### src/rtl/arb_out_pkg.sv
// Shared types and helpers for the arbiter output stage: skid FSM encoding,
// index-width helper and statistics counter width.
package arb_out_pkg;

  typedef enum logic [1:0] {
    EMPTY = 2'b00,
    ONE   = 2'b01,
    TWO   = 2'b10
  } skid_state_e;

  localparam int unsigned STAT_W = 16;

  // Index width for n inputs, never below one bit.
  function automatic int unsigned idx_width(input int unsigned n);
    return (n > 1) ? $clog2(n) : 1;
  endfunction

endpackage

### src/rtl/arb_output_stage_route_idx_fifo.sv
// Routing FIFO of granted input indices; synchronous reset, flush clears it,
// push and pop in one cycle are allowed even when full.
module route_idx_fifo
  import arb_out_pkg::*;
#(
  parameter int unsigned Depth = 4,
  parameter int unsigned Width = 2
) (
  input  logic             clk,
  input  logic             rst,
  input  logic             flush,
  input  logic             push,
  input  logic [Width-1:0] data,
  input  logic             pop,
  output logic [Width-1:0] head,
  output logic             empty,
  output logic             full
);

  localparam int unsigned PtrW = idx_width(Depth);
  localparam int unsigned CntW = $clog2(Depth + 1);

  logic [Width-1:0] mem [Depth];
  logic [PtrW-1:0]  wr_ptr;
  logic [PtrW-1:0]  rd_ptr;
  logic [CntW-1:0]  cnt_q;
  logic [CntW-1:0]  cnt_d;
  logic             do_push;
  logic             do_pop;

  // A pop frees a slot in the same cycle, so a full FIFO may still push.
  always_comb begin
    do_pop  = pop & ~empty;
    do_push = push & (~full | do_pop);
    cnt_d   = cnt_q;
    if (do_push && !do_pop) begin
      cnt_d = cnt_q + CntW'(1);
    end else if (!do_push && do_pop) begin
      cnt_d = cnt_q - CntW'(1);
    end
  end

  always_ff @(posedge clk) begin
    if (rst || flush) begin
      wr_ptr <= '0;
      rd_ptr <= '0;
      cnt_q  <= '0;
      empty  <= 1'b1;
      full   <= 1'b0;
    end else begin
      if (do_push) wr_ptr <= wr_ptr + PtrW'(1);
      if (do_pop)  rd_ptr <= rd_ptr + PtrW'(1);
      cnt_q <= cnt_d;
      empty <= (cnt_d == '0);
      full  <= (cnt_d == CntW'(Depth));
    end
  end

  // Storage needs no reset; empty masks the head.
  always_ff @(posedge clk) begin
    if (!rst && !flush && do_push) begin
      mem[wr_ptr] <= data;
    end
  end

  assign head = empty ? '0 : mem[rd_ptr];

endmodule

### src/rtl/arb_output_stage.sv
// Arbiter output stage: 2-entry skid buffer onto the master channel plus a
// routing FIFO of winner indices. Optional per-input grant counters under
// ARB_OUT_STAGE_STATS_EN.
module arb_output_stage
  import arb_out_pkg::*;
#(
  parameter int unsigned NumIn      = 4,
  parameter type         DataType   = logic,
  parameter int unsigned RouteDepth = 4
) (
  input  logic                         clk_i,
  input  logic                         rst_i,
  input  logic                         flush_i,
  input  logic                         arb_req_i,
  input  DataType                      arb_data_i,
  input  logic [idx_width(NumIn)-1:0]  arb_idx_i,
  output logic                         arb_gnt_o,
  output logic                         mst_valid_o,
  input  logic                         mst_ready_i,
  output DataType                      mst_data_o,
  output logic                         route_valid_o,
  output logic [idx_width(NumIn)-1:0]  route_idx_o,
  input  logic                         route_pop_i,
  output logic                         route_full_o
`ifdef ARB_OUT_STAGE_STATS_EN
  ,
  output logic [STAT_W-1:0]            grant_cnt_o [NumIn]
`endif
);

  localparam int unsigned IdxW = idx_width(NumIn);

  skid_state_e state_q;
  skid_state_e state_d;
  DataType     spill_q;
  logic        acc;
  logic        drain;
  logic        load_main;
  logic        load_spill;
  logic        main_from_spill;
  logic        route_empty;

  // Grant ignores mst_ready_i; the full flag is the registered one.
  assign arb_gnt_o = arb_req_i & (state_q != TWO) & ~route_full_o & ~flush_i & ~rst_i;
  assign acc       = arb_req_i & arb_gnt_o;
  assign drain     = mst_valid_o & mst_ready_i;

  always_ff @(posedge clk_i) begin
    if (rst_i) begin
      state_q <= EMPTY;
    end else begin
      state_q <= state_d;
    end
  end

  always_comb begin
    state_d = state_q;
    case (state_q)
      EMPTY: if (acc) state_d = ONE;
      ONE: begin
        if (acc && !drain) begin
          state_d = TWO;
        end else if (!acc && drain) begin
          state_d = EMPTY;
        end
      end
      TWO:     if (drain) state_d = ONE;
      default: state_d = EMPTY;
    endcase
    if (flush_i) state_d = EMPTY;
  end

  // Register-load controls; main only changes when it is empty or draining.
  always_comb begin
    load_main       = 1'b0;
    load_spill      = 1'b0;
    main_from_spill = 1'b0;
    case (state_q)
      EMPTY: load_main = acc;
      ONE: begin
        load_main  = acc & drain;
        load_spill = acc & ~drain;
      end
      TWO: begin
        load_main       = drain;
        main_from_spill = 1'b1;
      end
      default: ;
    endcase
    if (flush_i) begin
      load_main  = 1'b0;
      load_spill = 1'b0;
    end
  end

  always_ff @(posedge clk_i) begin
    if (rst_i) begin
      mst_valid_o <= 1'b0;
      mst_data_o  <= '0;
      spill_q     <= '0;
    end else begin
      mst_valid_o <= (state_d != EMPTY);
      if (load_main) begin
        mst_data_o <= main_from_spill ? spill_q : arb_data_i;
      end
      if (load_spill) begin
        spill_q <= arb_data_i;
      end
    end
  end

  route_idx_fifo #(
    .Depth (RouteDepth),
    .Width (IdxW)
  ) u_route_fifo (
    .clk   (clk_i),
    .rst   (rst_i),
    .flush (flush_i),
    .push  (acc),
    .data  (arb_idx_i),
    .pop   (route_pop_i),
    .head  (route_idx_o),
    .empty (route_empty),
    .full  (route_full_o)
  );

  assign route_valid_o = ~route_empty;

`ifdef ARB_OUT_STAGE_STATS_EN
  // Saturating per-input accept counters.
  always_ff @(posedge clk_i) begin
    for (int unsigned i = 0; i < NumIn; i++) begin
      if (rst_i || flush_i) begin
        grant_cnt_o[i] <= '0;
      end else if (acc && (arb_idx_i == IdxW'(i)) && (grant_cnt_o[i] != '1)) begin
        grant_cnt_o[i] <= grant_cnt_o[i] + STAT_W'(1);
      end
    end
  end
`endif

endmodule

### config.mk
export PLATFORM = sky130hd
export DESIGN_NAME = arb_output_stage
export DESIGN_NICKNAME = d
export VERILOG_FILES = /design/src/rtl/arb_out_pkg.sv /design/src/rtl/arb_output_stage_route_idx_fifo.sv /design/src/rtl/arb_output_stage.sv
export SDC_FILE = /design/constraint.sdc
export NUM_CORES = 1
export LEC_CHECK = 0
export CAP_MARGIN = 10
export CORE_ASPECT_RATIO = 1.4
export CORE_MARGIN = 2
export CORE_UTILIZATION = 37
export DETAILED_ROUTE_END_ITERATION = 10
export GPL_TIMING_DRIVEN = 0
export HOLD_SLACK_MARGIN = 0.15
export PLACE_DENSITY = 0.56
export SKIP_CTS_REPAIR_TIMING = 1
export SYNTH_ARGS = -nofsm -noshare
export SYNTH_HDL_FRONTEND = slang
export SYNTH_SLANG_ARGS = --single-unit
### constraint.sdc
create_clock -name clk_i -period 4.6 [get_ports clk_i]
set_clock_uncertainty 0.2 [all_clocks]
set_input_delay 1.38 -clock clk_i [delete_from_list [all_inputs] [get_ports clk_i]]
set_output_delay 1.38 -clock clk_i [all_outputs]
set_load 0.1 [all_outputs]
Word level (Yosys, flattened, before mapping)
Memories as Yosys holds them, arrays and structs flattened. A register that Yosys moved wholly into a read port is not among the register bits.
Cells that the tools add are included.
{"block": "op_classes", "n_addsub": 4, "muxes": 19, "n_bitwise": 16, "n_reduce_logical": 16, "eq_ne": 4}
{"cell": "two-way mux 2 bit", "n": 8}
{"cell": "bitwise AND 1 bit", "n": 10}
{"cell": "two-way mux 1 bit", "n": 7}
{"cell": "logical AND 1 bit", "n": 6}
{"cell": "zero test 1 bit", "n": 6}
{"cell": "two-way mux 3 bit", "n": 2}
{"cell": "case mux 2 bit (3 select lines)", "n": 1}
{"cell": "inverter 1 bit", "n": 5}
{"cell": "adder 2 x 1 -> 2 bit (second input constant)", "n": 2}
{"cell": "adder 3 x 1 -> 3 bit (second input constant)", "n": 1}
{"cell": "equality test 3 bit (second input constant)", "n": 1}
{"cell": "zero test 3 bit", "n": 1}
{"cell": "case mux 1 bit (3 select lines)", "n": 1}
{"cell": "subtractor 3 x 1 -> 3 bit (second input constant)", "n": 1}
{"cell": "equality test 2 x 1 -> 1 bit (second input constant)", "n": 1}
{"cell": "equality test 2 bit (second input constant)", "n": 1}
{"cell": "zero test 2 bit", "n": 1}
{"cell": "inequality test 2 bit (second input constant)", "n": 1}
{"cell": "nonzero test 2 bit", "n": 1}
{"cell": "logical OR 1 bit", "n": 1}
{"cell": "OR 1 bit", "n": 1}
{"block": "totals", "regBits": 14, "output_inout_bits": 7, "in_bits": 9, "mem_count": 1, "word_cells": 69, "ramBits": 8}
{"memory": "u_route_fifo.mem", "depth": 4, "width": 2, "rd": 1, "rd_ports_with_merged_regs": 1, "wr": 1, "line": "arb_output_stage_route_idx_fifo.sv:23", "source": "logic [Width-1:0] mem [Depth];"}

Depth between registers and ports, before layout
Gate-level depths: netlist of the first run.
{"block": "depth", "depth_word": 13, "ltp_mapped": 6, "ltp_nobuf": 5}

Cells and area by module
From an unflattened synthesis of the first run, not the netlist that was laid out.
{"block": "unflattened", "hier_cells": 107, "area_unflattened_um2": 1237.4}
{"module": "route_idx_fifo", "seq_area_each_um2": 460.4, "cells_per_inst": 75, "area_per_inst_um2": 907.1, "instances": 1}
{"module": "arb_output_stage", "seq_area_each_um2": 100.1, "cells_per_inst": 32, "area_per_inst_um2": 330.3, "instances": 1}

Worst setup path before layout of the first run
OpenSTA, ideal clock, no wires.
{"block": "synth_path", "path_type": "input -> output", "startpoint": "in flush_i", "endpoint": "out arb_gnt_o", "arrival_ns": 3.200, "n_path_buf": 2, "required_time_ns": 3.020, "setup_slack_ns": -0.180, "cell_stages": 4, "cell_sequence": "or2_1 buf_6 clkbuf_1 nor2_1"}
{"block": "synth_via", "elab_chain_cells": 3}
{"element": "start: declaration", "line": "arb_output_stage.sv:13", "source": "input logic flush_i,"}
{"element": "inverter 1 bit", "line": "arb_output_stage.sv:44", "source": "assign arb_gnt_o = arb_req_i & (state_q != TWO) & ~route_full_o & ~flush_i & ~rst_i;"}
{"element": "bitwise AND 1 bit (2 in a row)", "line": "arb_output_stage.sv:44"}
{"element": "end: declaration", "line": "arb_output_stage.sv:17", "source": "output logic arb_gnt_o,"}
Every way passes these cells.

Worst setup path after layout of the first run
{"block": "layout_path", "startpoint": "in rst_i", "endpoint": "out arb_gnt_o"}
{"block": "layout_via", "elab_chain_cells": 2}
{"element": "start: declaration", "line": "arb_output_stage.sv:12", "source": "input logic rst_i,"}
{"element": "inverter 1 bit", "line": "arb_output_stage.sv:44"}
{"element": "bitwise AND 1 bit", "line": "arb_output_stage.sv:44"}
Every way passes these cells.

==> results by group, run 1 <==
Setup path
  – Crit path cell chain: clkdlybuf4s50_1, or2_1, buf_6, clkbuf_1, nor2_2, buf_4
  – Crit end category: output pin
  – FF-to-FF path depth: 6
  – Buf+Inv Stages, Crit Path: 4
  – Crit start category: input pin
  – Slowest cell on crit path: clkdlybuf4s50_1
  – Worst path depth: 6
  – Worst Path Max Fanout: 10
  – Setup CP Type: input pin to output pin
  – Data arrival, critical path: 2930 ps
  – Worst path top cell family by delay: buffers and inverters
  – Critical Path Max Stage Delay: 450 ps
  – WP data required: 3020 ps

Layout
  – FILL cells: 275
  – Synthesis-to-finish area growth: 21.1%
  – Antenna fix cells: 0
  – Final core occ: 0.477
  – Share of cells above drive strength 1: 0.0952
  – Commonest non-fill, non-tap cells in the layout: nor2_1, dfxtp_1, clkdlybuf4s50_1
  – Layout Nets: 142

Route
  – 1st-pass router iterations: 4
  – Wire length per cell: 12.4 µm
  – Number of remaining DRC errors: 0
  – Vias: 808
  – DRT iter0 DRCs: 7
  – WL final: 2030 µm
  – Drt via density: 4.96
  – DRT antenna net count: 0

Pwr
  – Cell-internal power: 307 µW
  – Pleak: 0.000506 µW
  – Net Sw Frac: 0.251
  – Max VDD drop: 0.181 mV
  – NetSw: 103 µW
  – Clock network power share: 0.293
  – Tot Pwr: 410 µW
  – Power Density: 296 mW/mm²
  – Sequential power share: 0.555
  – Combinational Power Share: 0.152

Yosys
  – Netlist Area Pre-Place: 0.00114 mm²
  – Yosys warns: 0
  – FF+latch count, synth: 24
  – Average size of a mapped cell: 10.7 µm²
  – Gate Count Post-Synth: 107
  – Register area share after synthesis: 0.490
  – Number of distinct library cells after synthesis: 34
  – Post-Syn Nets: 122

Min path
  – Hold Path Depth: 2
  – Worst Hold Class: flop to flop

Clocking
  – Inserted Clock Buffers: 3
  – CTS tree: built
  – Max clock buf depth: 2
  – H-tree depth: 1
  – Worst-skew pair later-pin latency: 260 ps
  – Root buffer cell: clkbuf_8
  – Clock slew at reported path FFs: 80 ps
  – Clock sink count: 24

Global routing
  – First-pass GRT wire length: 3350 µm
  – Vias in the first global route: 799
  – Largest net degree at the start of global routing: 14
  – Gr ovfl total: 0
  – GR Util All Layers: 0.124
  – Initial antenna violation count: 0

Place
  – Port Buffers: 15
  – Post-DP HPWL: 1560 µm
  – RD Place Congestion: 0.699

Job
  – MaxCap Viol Count: 0

STA
  – Fin Setup TNS: 0 ps
  – Tightest Pin Transition: 979 ps
  – Pins Over Slew Limit: 0
  – Slew headroom: 0.345
  – Min Tclk post-route: 4510 ps
  – RSZ-0062 raised after global routing: false
  – Period utilization: 0.980
  – Final Hold Vio Count: 0
  – Hold Slack: 293 ps
  – # setup viols final: 0
  – Max Freq: 0.222 GHz

Floorplanning
  – Initial Util: 0.394
  – DIE WIDTH: 51.0 µm
  – FP Rows: 23
  – # IOs: 16
  – Die height: 69.8 µm
  – Die area: 0.00356 mm²
  – Core Region: 0.00291 mm²

Outcome
  – Outcome: finished, final reports clean
==> final timing paths <==
kind,from,slack [ps],to
max,rst_i,90,arb_gnt_o
min,u_route_fifo.wr_ptr[1]$_SDFFE_PP0P_,290,u_route_fifo.wr_ptr[1]$_SDFFE_PP0P_
max reg2reg,state_q[1]$_SDFF_PP0_,2630,u_route_fifo.full$_SDFF_PP0_
min reg2reg,u_route_fifo.wr_ptr[1]$_SDFFE_PP0P_,290,u_route_fifo.wr_ptr[1]$_SDFFE_PP0P_
==> power by group through the flow <==
stage | Combinational (µW) | Sequential, µW | Clock [µW]
finish | 62.3 | 227 | 120
CTS | 63.3 | 228 | 126
floorplan | 38.4 | 237 | 0
global placement | 62.3 | 232 | 0
detailed placement | 63.0 | 233 | 0
global route | 67.2 | 228 | 135
==> area by class of cell <==
cell class              instances  area, µm²  area share
flip-flops and latches         24        561       0.404
clock inverters                 1       3.75     0.00271
clock buffers                   3       41.3      0.0298
inverters                       5       18.8      0.0135
well taps                      37       46.3      0.0334
plain buffers                   4       23.8      0.0171
repair buffers                 15        148       0.106
multi-input cells              74        544       0.393
==> synth_stat cells <==
master | count | area (µm²)
nor2_1 | 17 | 63.8
dfxtp_1 | 16 | 320
edfxtp_1 | 8 | 240
ha_1 | 6 | 75.1
inv_1 | 5 | 18.8
xnor2_1 | 5 | 43.8
a21oi_1 | 4 | 20.0
and3_1 | 4 | 25.0
a211oi_1 | 3 | 22.5
a31oi_1 | 3 | 18.8
and2_1 | 3 | 18.8
mux2i_1 | 3 | 30.0
nand2_1 | 3 | 11.3
and2b_1 | 2 | 15.0
clkbuf_1 | 2 | 7.51
maj3_1 | 2 | 20.0
mux4_2 | 2 | 45.0
nand2b_1 | 2 | 12.5
nor2b_1 | 2 | 12.5
a21bo_2 | 1 | 10.0
a32oi_1 | 1 | 8.76
buf_2 | 1 | 5.00
buf_6 | 1 | 11.3
nand3_1 | 1 | 5.00
nand4b_1 | 1 | 8.76
nor3b_2 | 1 | 12.5
nor4_1 | 1 | 6.26
nor4b_1 | 1 | 8.76
o21ai_1 | 1 | 5.00
o22a_1 | 1 | 8.76
o31ai_1 | 1 | 7.51
or2_1 | 1 | 6.26
or4_4 | 1 | 11.3
xor2_1 | 1 | 8.76
==> registers in the layout (all words and copies together) (netlist names), 2 cells and up, named ones only <==
register / flops
u_route_fifo.mem: 8
u_route_fifo.rd_ptr: 2
u_route_fifo.wr_ptr: 2
state_q: 2
u_route_fifo.cnt_q: 3
==> per-stage QoR <==
step	setup WS (ps)	instances	instance area [µm²]
6_report	91.7	163	1390
5_1_grt	7.41	163	1390
4_1_cts	-774	163	1390
3_5_place_dp	-775	159	1340
3_3_place_gp	-767	159	1340
2_1_floorplan	274	107	1150
==> logic make-up (layout without fill, tap and decap cells) <==
| family | count (synthesis) | count (layout) | synth area share |
|---|---|---|---|
| AOI/OAI and AO/OA | 15 | 15 | 0.0885 |
| and+or+nand+nor | 40 | 40 | 0.190 |
| buffers and inverters | 9 | 28 | 0.0372 |
| adders and majority gates | 8 | 8 | 0.0831 |
| muxes | 5 | 5 | 0.0656 |
| xor gates and xnor gates | 6 | 6 | 0.0459 |
| DFF | 24 | 24 | 0.490 |
==> worst register-to-register path: cells and delay by family, from the launching register on <==
kind | cells | cell delay, ps
flops | 1 | 450
buf+inv | 1 | 200
simple gates | 3 | 670
xor+xnor | 1 | 210
compound gates | 1 | 170
==> routing by layer <==
metal,vias up,routed length [µm],part of all wire,track usage
met1,376,820,0.40,0.128
met4,0,29,0.014,0.0631
met5,-,0,0,0
met3,2,75,0.037,0.0172
met2,14,1100,0.54,0.232
li1,416,-,-,-
Note: power is estimated with default switching activity, not from simulation.
==> run 2: changes to the inputs <==
Settings changed: CORE_UTILIZATION 37 to 56, PLACE_DENSITY 0.56 to 0.79.
==> results by group, run 2 (same netlist as run 1, synthesis figures left out) <==
Outcome
  – Outcome: finished, final reports clean (unchanged)

Setup path
  – Crit path cell chain: clkdlybuf4s50_1, or2_1, buf_6, clkbuf_1, nor2_2, buf_4 (unchanged)
  – Data arrival, critical path: 2920 ps (was 2930 ps)
  – Crit start category: input pin (unchanged)
  – Setup CP Type: input pin to output pin (unchanged)
  – Crit end category: output pin (unchanged)
  – WP data required: 3020 ps (about the same)
  – Worst Path Max Fanout: 10 (unchanged)
  – Critical Path Max Stage Delay: 460 ps (was 450 ps)
  – FF-to-FF path depth: 6 (unchanged)
  – Slowest cell on crit path: clkdlybuf4s50_1 (unchanged)

Floorplanning
  – FP Rows: 19 (was 23)
  – Initial Util: 0.587 (was 0.394)
  – Die area: 0.00243 mm² (was 0.00356 mm²)
  – Die height: 57.5 µm (was 69.8 µm)
  – # IOs: 16 (unchanged)
  – DIE WIDTH: 42.2 µm (was 51.0 µm)
  – Core Region: 0.00195 mm² (was 0.00291 mm²)

Pwr
  – Max VDD drop: 0.179 mV (was 0.181 mV)
  – Net Sw Frac: 0.270 (was 0.251)
  – NetSw: 104 µW (was 103 µW)
  – Combinational Power Share: 0.163 (was 0.152)
  – Cell-internal power: 282 µW (was 307 µW)
  – Pleak: 0.000497 µW (was 0.000506 µW)
  – Sequential power share: 0.590 (was 0.555)
  – Tot Pwr: 386 µW (was 410 µW)
  – Clock network power share: 0.246 (was 0.293)
  – Power Density: 286 mW/mm² (was 296 mW/mm²)

Layout
  – Largest regs: u_route_fifo.mem x8, u_route_fifo.cnt_q x3 (unchanged)
  – FILL cells: 153 (was 275)
  – Antenna fix cells: 0 (unchanged)
  – Max reg flops: 8 (unchanged)
  – Share of cells above drive strength 1: 0.0952 (unchanged)
  – Commonest non-fill, non-tap cells in the layout: nor2_1, dfxtp_1, clkdlybuf4s50_1 (unchanged)
  – Biggest register: u_route_fifo.mem (unchanged)
  – Non-Filler Instances: 147 (was 163)
  – Area of the multi-input gates: 544 µm² (unchanged)
  – Layout Nets: 142 (unchanged)
  – Sequential cell area: 561 µm² (unchanged)
  – Synthesis-to-finish area growth: 17.7% (was 21.1%)

Route
  – Wire length per cell: 14.4 µm (was 12.4 µm)
  – Vias: 815 (was 808)
  – DRT antenna net count: 0 (unchanged)
  – 1st-pass router iterations: 4 (unchanged)
  – DRT iter0 DRCs: 25 (was 7)
  – Drt via density: 5.54 (was 4.96)
  – Number of remaining DRC errors: 0 (unchanged)
  – WL final: 2110 µm (was 2030 µm)

Place
  – Post-DP HPWL: 1620 µm (was 1560 µm)
  – Port Buffers: 15 (unchanged)
  – Placed cell count: 143 (was 159)
  – RD Place Congestion: 0.709 (was 0.699)
  – Pre-CTS WS: -740 ps (was -775 ps)

Global routing
  – Initial antenna violation count: 0 (unchanged)
  – Gr ovfl total: 0 (unchanged)
  – GR Util All Layers: 0.198 (was 0.124)
  – Largest net degree at the start of global routing: 14 (unchanged)
  – First-pass GRT wire length: 3600 µm (was 3350 µm)
  – Vias in the first global route: 862 (was 799)

STA
  – Slew headroom: 0.343 (was 0.345)
  – RSZ-0062 raised after global routing: false (unchanged)
  – Post-route setup slack: 101 ps (was 91.7 ps)
  – Max Freq: 0.222 GHz (about the same)
  – # setup viols final: 0 (unchanged)
  – Period utilization: 0.978 (was 0.980)
  – Min Tclk post-route: 4500 ps (was 4510 ps)
  – Pins Over Slew Limit: 0 (unchanged)
  – Final Hold Vio Count: 0 (unchanged)
  – Tightest Pin Transition: 982 ps (was 979 ps)

Min path
  – Worst Hold Class: flop to flop (unchanged)
  – Hold Path Depth: 2 (unchanged)

Clocking
  – CTS tree: built (unchanged)
  – Root buffer cell: clkbuf_4 (was clkbuf_8)
  – Clock slew at reported path FFs: 130 ps (was 80 ps)
  – Clock sink count: 24 (unchanged)
  – Worst-skew pair later-pin latency: 320 ps (was 260 ps)
  – H-tree depth: 1 (unchanged)
  – Inserted Clock Buffers: 3 (unchanged)
  – Max clock buf depth: 2 (unchanged)

Job
  – MaxCap Viol Count: 0 (unchanged)
[run 2: changes by cell type in the layout (fill, tap and decap cells not counted)]
cell / delta
clkbuf_4: +3
clkbuf_1: +1
clkinv_1: -1
clkbuf_8: -3
[run 2: per-stage QoR]
stage / util / hold WS, ps / area [µm²] / setup TNS [ps]
CTS: 0.693 / 314 / 1350 / -743
global route: 0.691 / 358 / 1350 / 0
floorplan: - / 260 / 1150 / 0
detailed placement: 0.679 / 292 / 1320 / -740
global placement: 0.679 / 280 / 1320 / -736
finish: 0.691 / 312 / 1350 / 0
[run 2: power by group through the flow]
stage | combinational (µW) | clock [µW] | sequential, µW
finish | 63.1 | 95.1 | 228
global route | 68.3 | 104 | 229
CTS | 63.4 | 98.2 | 228
detailed placement | 63.0 | 0 | 232
global placement | 61.1 | 0 | 232
floorplan | 38.4 | 0 | 237
[run 2: cell type report]
class	count	share of cell area
clock buffer	4	0.0195
multi-input combinational	74	0.404
buffer	4	0.0176
inverter	5	0.0139
sequential	24	0.416
timing repair buffer	15	0.110
tap	21	0.0195
[run 2: worst max-delay path, delay by kind of cell]
family                 cells  cell delay [ps]
and+or+nand+nor            2              410
buffers and inverters      4             1130
[run 2: worst paths after layout]
| kind | startpoint | to | slack (ps) |
|---|---|---|---|
| hold / removal | mst_data_o$_SDFFE_PP0P_ | mst_data_o$_SDFFE_PP0P_ | 310 |
| hold reg to reg | mst_data_o$_SDFFE_PP0P_ | mst_data_o$_SDFFE_PP0P_ | 310 |
| setup / recovery | rst_i | arb_gnt_o | 100 |
| setup reg to reg | state_q[1]$_SDFF_PP0_ | u_route_fifo.full$_SDFF_PP0_ | 2570 |
[run 2: metal layers]
layer	routed length, µm	GRT usage
met2	1160	0.365
met1	836	0.204
met3	69	0.0253
met4	46	0.129
met5	0	0
==> run 3: changes to the inputs <==
Settings changed: ABC_AREA from default to 1, CORE_UTILIZATION 56 to 57, PLACE_DENSITY 0.79 to 0.81.
==> results by group, run 3 <==
Yosys
  – FF+latch count, synth: 24 (unchanged)
  – Post-Syn Nets: 157 (was 122)
  – Register area share after synthesis: 0.482 (was 0.490)
  – Most common cell in the netlist: nand2_1 (was nor2_1)
  – Synth top cells by count: nand2_1, inv_1, nor2_1 (was nor2_1, dfxtp_1, edfxtp_1)
  – Post-synth EDFFs: 8 (unchanged)
  – Top cells by area, synth: dfxtp_1, edfxtp_1, nand2_1 (was dfxtp_1, edfxtp_1, ha_1)
  – Gate Count Post-Synth: 142 (was 107)
  – Netlist Area Pre-Place: 0.00116 mm² (was 0.00114 mm²)
  – Cell taking the most area after synthesis: dfxtp_1 (unchanged)
  – Fraction of registers with async set/reset: 0 (unchanged)
  – Yosys warns: 0 (unchanged)
  – Synth top area share: 0.276 (was 0.280)
  – Number of distinct library cells after synthesis: 20 (was 34)
  – Average size of a mapped cell: 8.19 µm² (was 10.7 µm²)
  – Ys flop type: dfxtp_1 (unchanged)

Pwr
  – Clock network power share: 0.269 (was 0.246)
  – Net Sw Frac: 0.260 (was 0.270)
  – NetSw: 102 µW (was 104 µW)
  – Cell-internal power: 291 µW (was 282 µW)
  – Pleak: 0.000632 µW (was 0.000497 µW)
  – Sequential power share: 0.574 (was 0.590)
  – Power Density: 287 mW/mm² (was 286 mW/mm²)
  – Combinational Power Share: 0.157 (was 0.163)
  – Max VDD drop: 0.254 mV (was 0.179 mV)

Route
  – Number of remaining DRC errors: 0 (unchanged)
  – DRT iter0 DRCs: 16 (was 25)
  – Vias: 925 (was 815)
  – WL final: 2040 µm (was 2110 µm)
  – 1st-pass router iterations: 4 (unchanged)
  – Drt via density: 5.08 (was 5.54)
  – DRT antenna net count: 0 (unchanged)
  – Wire length per cell: 11.2 µm (was 14.4 µm)

Setup path
  – Crit end category: output pin (unchanged)
  – Worst Path Max Fanout: 10 (unchanged)
  – Crit path cell chain: clkdlybuf4s50_1, nor2_4, nand3_4, inv_2, clkbuf_2 (was clkdlybuf4s50_1, or2_1, buf_6, clkbuf_1, nor2_2, buf_4)
  – Setup CP Type: input pin to output pin (unchanged)
  – Crit start category: input pin (unchanged)
  – Buf+Inv Stages, Crit Path: 3 (was 4)
  – WP data required: 3020 ps (about the same)
  – R2r setup slk: 3030 ps (was 2570 ps)
  – Data arrival, critical path: 2850 ps (was 2920 ps)
  – Critical Path Max Stage Delay: 460 ps (about the same)
  – Slowest cell on crit path: clkdlybuf4s50_1 (unchanged)
  – Worst path top cell family by delay: buffers and inverters (unchanged)

Floorplanning
  – # IOs: 16 (unchanged)
  – Core Region: 0.00195 mm² (unchanged)
  – Die height: 57.4 µm (was 57.5 µm)
  – Initial Util: 0.596 (was 0.587)
  – FP Rows: 19 (unchanged)
  – Die area: 0.00242 mm² (was 0.00243 mm²)
  – DIE WIDTH: 42.2 µm (about the same)

Layout
  – Largest regs: u_route_fifo.mem x8, u_route_fifo.cnt_q x3 (unchanged)
  – Antenna fix cells: 0 (unchanged)
  – Layout Nets: 177 (was 142)
  – Final core occ: 0.703 (was 0.691)
  – Most common cell after layout, fill and taps aside: nand2_1
  – FILL cells: 159 (was 153)
  – Synthesis-to-finish area growth: 17.9% (was 17.7%)
  – Biggest register: u_route_fifo.mem (unchanged)
  – Commonest non-fill, non-tap cells in the layout: nand2_1, inv_1, nor2_1 (was nor2_1, dfxtp_1, clkdlybuf4s50_1)
  – Share of cells above drive strength 1: 0.0870 (was 0.0952)
  – Max reg flops: 8 (unchanged)

STA
  – RSZ-0062 raised after global routing: false (unchanged)
  – Max Freq: 0.226 GHz (was 0.222 GHz)
  – Tightest Pin Transition: 970 ps (was 982 ps)
  – # setup viols final: 0 (unchanged)
  – Final Hold Vio Count: 0 (unchanged)
  – Fin Setup TNS: 0 ps (unchanged)
  – Period utilization: 0.964 (was 0.978)
  – Slew headroom: 0.351 (was 0.343)
  – Pins Over Slew Limit: 0 (unchanged)
  – Min Tclk post-route: 4430 ps (was 4500 ps)

Place
  – Post-DP HPWL: 1670 µm (was 1620 µm)
  – RD Place Congestion: 0.766 (was 0.709)
  – Port Buffers: 15 (unchanged)

Global routing
  – Largest net degree at the start of global routing: 14 (unchanged)
  – Gr ovfl total: 0 (unchanged)
  – Initial antenna violation count: 0 (unchanged)
  – Vias in the first global route: 907 (was 862)
  – GR Util All Layers: 0.191 (was 0.198)
  – First-pass GRT wire length: 3570 µm (was 3600 µm)

Min path
  – Worst Hold Class: flop to flop (unchanged)

Clocking
  – CTS tree: built (unchanged)
  – H-tree depth: 1 (unchanged)
  – Max clock buf depth: 2 (unchanged)
  – Clock sink count: 24 (unchanged)
  – Inserted Clock Buffers: 3 (unchanged)
  – Clock slew at reported path FFs: 120 ps (was 130 ps)
  – Worst-skew pair later-pin latency: 310 ps (was 320 ps)
  – Root buffer cell: clkbuf_4 (unchanged)

Outcome
  – Outcome: finished, final reports clean (unchanged)

Job
  – MaxCap Viol Count: 0 (unchanged)
-- run 3: changes by cell type after synthesis, moves of 3 or more --
| cell | delta |
|---|---|
| a21oi_1 | +5 |
| nand2_1 | +23 |
| xnor2_1 | -5 |
| mux2i_1 | -3 |
| nor2_1 | +3 |
| inv_1 | +20 |
| a211oi_1 | -3 |
| and3_1 | -4 |
| o21ai_0 | +9 |
| nand3_1 | +7 |
| a31oi_1 | -3 |
| and2_1 | -3 |
-- run 3: routing by layer --
metal	vias to the layer above	GRT usage	part of all wire
li1	489	-	-
met1	412	0.184	0.37
met2	20	0.378	0.57
met3	4	0.0380	0.046
met4	0	0.0804	0.015
met5	-	0	0
-- run 3: area by class of cell --
class                           count  area (µm²)  share of cell area
Timing Repair Buffer               15         145               0.106
Tap cell                           21        26.3              0.0192
Multi-Input combinational cell     92         504               0.368
Clock buffer                        4        36.3              0.0265
Sequential cell                    24         561               0.409
Inverter                           26        97.6              0.0712
-- run 3: kinds of logic after synthesis --
logic type	share of synthesized area
xor gates and xnor gates	0.0226
and+or+nand+nor	0.253
AOI/OAI and AO/OA	0.0840
buffers and inverters	0.0840
adders and majority gates	0.0646
muxes	0.00969
DFF	0.482
-- run 3: final timing paths --
kind	cells past startpoint	start	to
worst max-delay path	5	flush_i	arb_gnt_o
worst min-delay path	1	u_route_fifo.rd_ptr[0]$_SDFFE_PP0P_	u_route_fifo.rd_ptr[0]$_SDFFE_PP0P_
worst max register to register	10	state_q[0]$_SDFF_PP0_	u_route_fifo.full$_SDFF_PP0_
worst min register to register	1	u_route_fifo.rd_ptr[0]$_SDFFE_PP0P_	u_route_fifo.rd_ptr[0]$_SDFFE_PP0P_
-- run 3: power by group through the flow --
stage	Combinational, µW	Clock [µW]	Sequential (µW)
after floorplan	38.7	0	235
after global placement	60.2	0	230
after detailed placement	61.7	0	231
after CTS	62.0	108	226
after global routing	67.1	116	227
final	61.5	106	226
-- run 3: per-stage QoR --
step | power (µW) | area (µm²) | std cells | hold slack [ps] | setup slack (ps)
finish | 393 | 1370 | 182 | 289 | 167
global placement | 290 | 1340 | 178 | 262 | -503
CTS | 396 | 1380 | 182 | 291 | -516
global route | 410 | 1370 | 182 | 338 | 90.9
floorplan | 273 | 1160 | 142 | 244 | 932
detailed placement | 292 | 1340 | 178 | 265 | -512
